`config.mk`:
```
export PLATFORM = sky130hd
export DESIGN_NAME = vending_change_controller
export DESIGN_NICKNAME = d
export VERILOG_FILES = /design/src/rtl/vending_change_controller.sv
export SDC_FILE = /design/constraint.sdc
export NUM_CORES = 1
export LEC_CHECK = 0
export BUFFER_PORTS_ARGS = -buffer_cell sky130_fd_sc_hd__buf_2
export CORE_AREA = 2 2 67 69
export CTS_CLUSTER_SIZE = 24
export DETAILED_ROUTE_END_ITERATION = 6
export DIE_AREA = 0 0 69 71
export HOLD_SLACK_MARGIN = 0.06
export MAX_ROUTING_LAYER = met4
export PLACE_DENSITY_LB_ADDON = 0.1
export SLEW_MARGIN = 5
export SYNTH_ARGS = -nofsm -noshare
export SYNTH_HDL_FRONTEND = slang
export SYNTH_SLANG_ARGS = --single-unit
```
`constraint.sdc`:
```
create_clock -name clock -period 3.3 [get_ports clock]
set_input_delay 0.495 -clock clock [delete_from_list [all_inputs] [get_ports clock]]
set_output_delay 0.495 -clock clock [all_outputs]
set_load 0.03 [all_outputs]
```
`src/rtl/vending_change_controller.sv`:
```
// Vending change controller: collects coins against a latched price,
// vends, pays change one unit per cycle from a pool, or refunds escrow.
module vending_change_controller (
   input  logic       clock,
   input  logic       reset_L,
   input  logic       start,
   input  logic [3:0] Cost,
   input  logic       coin_valid,
   input  logic [3:0] coin,
   input  logic       cancel,
   input  logic       stock_load,
   input  logic [3:0] stock_in,
   output logic       busy,
   output logic       coin_accept,
   output logic [3:0] Paid,
   output logic [3:0] Remaining,
   output logic       dispense,
   output logic       change_pulse,
   output logic       refund_valid,
   output logic [3:0] refund_amt,
   output logic       NotEnoughChange,
   output logic       ExactAmount,
   output logic       done
);

   localparam logic [2:0] S_IDLE    = 3'd0;
   localparam logic [2:0] S_COLLECT = 3'd1;
   localparam logic [2:0] S_VEND    = 3'd2;
   localparam logic [2:0] S_CHANGE  = 3'd3;
   localparam logic [2:0] S_REFUND  = 3'd4;
   localparam logic [2:0] S_DONE    = 3'd5;

   logic [2:0] state_q, state_d;
   logic [3:0] paid_q, paid_d;
   logic [3:0] cost_q, cost_d;
   logic [3:0] owed_q, owed_d;
   logic [3:0] remain_q, remain_d;
   logic       nec_q, nec_d;

   logic [3:0] owed_calc;
   logic [4:0] paid_sum;

   assign owed_calc = paid_q - cost_q;
   assign paid_sum  = {1'b0, paid_q} + {1'b0, coin};

   always_comb begin
      state_d  = state_q;
      paid_d   = paid_q;
      cost_d   = cost_q;
      owed_d   = owed_q;
      remain_d = remain_q;
      nec_d    = nec_q;
      case (state_q)
         S_IDLE: begin
            if (stock_load) begin
               remain_d = stock_in;
            end else if (start) begin
               cost_d  = Cost;
               paid_d  = 4'd0;
               state_d = S_COLLECT;
            end
         end
         S_COLLECT: begin
            if (cancel) begin
               nec_d   = 1'b0;
               state_d = S_REFUND;
            end else if (paid_q >= cost_q) begin
               // Refuse the sale rather than short-change the customer.
               if (owed_calc > remain_q) begin
                  nec_d   = 1'b1;
                  state_d = S_REFUND;
               end else begin
                  owed_d  = owed_calc;
                  state_d = S_VEND;
               end
            end else if (coin_valid) begin
               paid_d = paid_sum[4] ? 4'hF : paid_sum[3:0];
            end
         end
         S_VEND: begin
            state_d = (owed_q != 4'd0) ? S_CHANGE : S_DONE;
         end
         S_CHANGE: begin
            remain_d = remain_q - 4'd1;
            owed_d   = owed_q - 4'd1;
            if (owed_q == 4'd1) begin
               state_d = S_DONE;
            end
         end
         S_REFUND: state_d = S_DONE;
         S_DONE:   state_d = S_IDLE;
         default:  state_d = S_IDLE;
      endcase
   end

   always_ff @(posedge clock or negedge reset_L) begin
      if (!reset_L) begin
         state_q  <= S_IDLE;
         paid_q   <= 4'd0;
         cost_q   <= 4'd0;
         owed_q   <= 4'd0;
         remain_q <= 4'd0;
         nec_q    <= 1'b0;
      end else begin
         state_q  <= state_d;
         paid_q   <= paid_d;
         cost_q   <= cost_d;
         owed_q   <= owed_d;
         remain_q <= remain_d;
         nec_q    <= nec_d;
      end
   end

   assign busy            = (state_q != S_IDLE);
   assign coin_accept     = (state_q == S_COLLECT) && (paid_q < cost_q)
                            && !cancel;
   assign Paid            = paid_q;
   assign Remaining       = remain_q;
   assign dispense        = (state_q == S_VEND);
   assign change_pulse    = (state_q == S_CHANGE);
   assign refund_valid    = (state_q == S_REFUND);
   assign refund_amt      = (state_q == S_REFUND) ? paid_q : 4'd0;
   assign NotEnoughChange = (state_q == S_REFUND) && nec_q;
   assign ExactAmount     = (remain_q == 4'd0);
   assign done            = (state_q == S_DONE);

endmodule

```
==> results.cfg <==
[final_layout]
num_antenna_cells = 0
nNetsFinal = 254
fillCellCount = 435
seqCellArea_um2 = 500.5
drive_above_1_share_pct = 27.19
final-instance-count-excl-fill = 269
multi_input_area_um2 = 997.2
area_growth_syn_to_layout_pct = 16.51
final_cell_area_um2 = 1872
finalCoreUtilization_pct = 44.52

[power_and_ir_drop]
power_density_nw_per_um2 = 1110
p_leak_nw = 0.9622
power_mw = 2.077
ir_drop_mv = 0.5769

[floorplan]
fp.dieW_um = 69
start_util_pct = 38.21
io_pins = 38
dieArea_um2 = 4899
core-area_um2 = 4204
row_count = 24
fp.dieH_um = 71

[logic_synthesis]
synthArstFlopShare_pct = 100.0
syn_inst = 181
yosys-top-cells-count = dfrtp_1, inv_1, ha_1, o21ai_0, nand2_1
synth.yosys.warnings = 0
ys_dominant_reg_cell = dfrtp_1
synth.cell_area_um2 = 1607
syn-num-nets = 216
avgSynthCellArea_um2 = 8.876
ys_seq_area_share_pct = 31.15
synth.distinct_cells = 48
synth.top_cells.by_area = dfrtp_1, ha_1, inv_1
ys_seq_elements = 20
yosysTopAreaCellShare_pct = 31.15
synth_edf_count = 0
yosys.area.top_type = dfrtp_1

[worst_setup_path]
max_stage_delay_ns = 0.43
cp.arrival_ns = 2.86
cp_slowest_cell = dfrtp_1
cp_cell_sequence = ha_1 -> a21o_2 -> a31oi_1 -> xnor2_1 -> ha_1 -> a211oi_1 -> a21o_1 -> o21a_1 -> mux2i_1
cp_common_cell = ha_1
start_kind = register
endpoint_kind = register
crit_fanout = 7
required_ns = 3.48
path_class = register to register

[clock_tree]
clock_path_buffers = 2
clock_latency_ns = 0.25
htree_levels = 1
clk_pin_slew_ns = 0.07
cts_tree = done
cts_resized = 0
clock_sinks = 20
cts_hold_buf = 0
cts_buffers = 3
cts_root_buffer = clkbuf_8
post_cts_buffers = 0

[placed_design]
place_congestion = 0.7912
dp_cells = 266
io_buffers = 37
hpwl_mm = 3.170
dpl_cell_area_um2 = 1831
dp_slack_ns = 0.6572

[routing]
drc = 0
dr.pass1.iters = 4
wire_per_inst_um = 14.69
wirelength_mm = 3.952
drtIter0Drc = 61
num_vias = 1423
postRouteAntennaNets = 0
vias_per_cell = 5.290

[timing]
fmax_mhz = 373.9
setup_slack_ns = 0.6255
setup_viol = 0
finalHoldViolations = 0
grt_setup_unrepaired = false
fin_hold_ws_ns = 0.1964
tightest_slew_ns = 0.5332
finalClockSkew_ns = 0.003837
finalMaxSlewViolations = 0
setup_tns_ns = 0
fin_crit_ns = 2.675
slew_headroom_pct = 64.38
period_share_pct = 81.05

[global_routing]
grt_pass1_vias = 1492
grt_max_degree = 21
track_usage_pct = 18.28
antenna_found_initial = 0
grt_pass1_wl_mm = 7.127
grt_overflow_total = 0

[status]
outcome = finished, final reports clean

[flow_run]
max_cap_viol_count = 0

[min_path]
hold_class = input pin to async pin
[layout make-up]
class	count	share of cell area, %
flip-flops and latches	20	26.74
repair buffers	37	9.893
well taps	52	3.476
inverters	22	4.412
clock buffers	3	2.206
multi-input cells	135	53.28
[layout by cell type (no fill, tap or decap), types with 5 or more instances in the layout]
master	n
a21oi_1	11
and2_1	5
buf_2	37
dfrtp_1	20
ha_1	15
inv_1	20
mux2_2	5
nand2_1	13
nor2_1	10
nor3_1	6
o21ai_0	15
[critical path, delay by kind of cell (launching register included)]
| family | cells | cell delay (ns) |
|---|---|---|
| compound gates | 5 | 1.13 |
| fa+ha+maj | 2 | 0.67 |
| flops | 1 | 0.43 |
| mux | 1 | 0.19 |
| xor+xnor | 1 | 0.17 |
[per-layer routing]
layer / wire, um / vias to the layer above / global-route usage, %
li1: - / 715 / -
met4: 57 / 0 / 5.447
met5: 0 / - / -
met1: 1940 / 669 / 24.40
met2: 1772 / 33 / 28.95
met3: 181 / 6 / 2.707
[final timing paths]
path	to	start	depth (start not counted)	slack [ns]
setup / recovery	owed_q[1]$_DFFE_PN0P_	Paid[2]$_DFFE_PN0P_	9	0.63
hold / removal	Remaining[2]$_DFFE_PN0P_	reset_L	1	0.20
setup reg to reg	owed_q[1]$_DFFE_PN0P_	Paid[2]$_DFFE_PN0P_	9	0.63
hold reg to reg	cost_q[0]$_DFFE_PN0P_	cost_q[0]$_DFFE_PN0P_	2	0.50
max in group asynchronous	Paid[3]$_DFFE_PN0P_	reset_L	1	2.78
min in group clock	cost_q[1]$_DFFE_PN0P_	Cost[1]	3	0.44
[cells by family after synthesis]
family                   after synthesis  share of synthesized area (%)
AND/OR/NAND/NOR                       56                          19.00
XOR/XNOR                               3                          1.636
flip-flops                            20                          31.15
multiplexers                           8                          5.374
buffers and inverters                 26                          6.775
adder cells (fa/ha/maj)               17                          14.17
AO/OA/AOI/OAI                         51                          21.88
[flip-flops by register name (all words and copies together) (netlist names)]
register   flops
cost_q         4
Remaining      4
Paid           4
owed_q         4
nec_q          1
state_q        3
[report_power, final]
group	internal, mW	leakage, nW	total [mW]	switching [mW]
Combinational	0.582	0.701	1.43	0.853
Sequential	0.359	0.239	0.485	0.126
Clock	0.0811	0.0216	0.157	0.0760
Total	1.02	0.962	2.08	1.05
No activity file was read; power rests on OpenSTA's default activity.
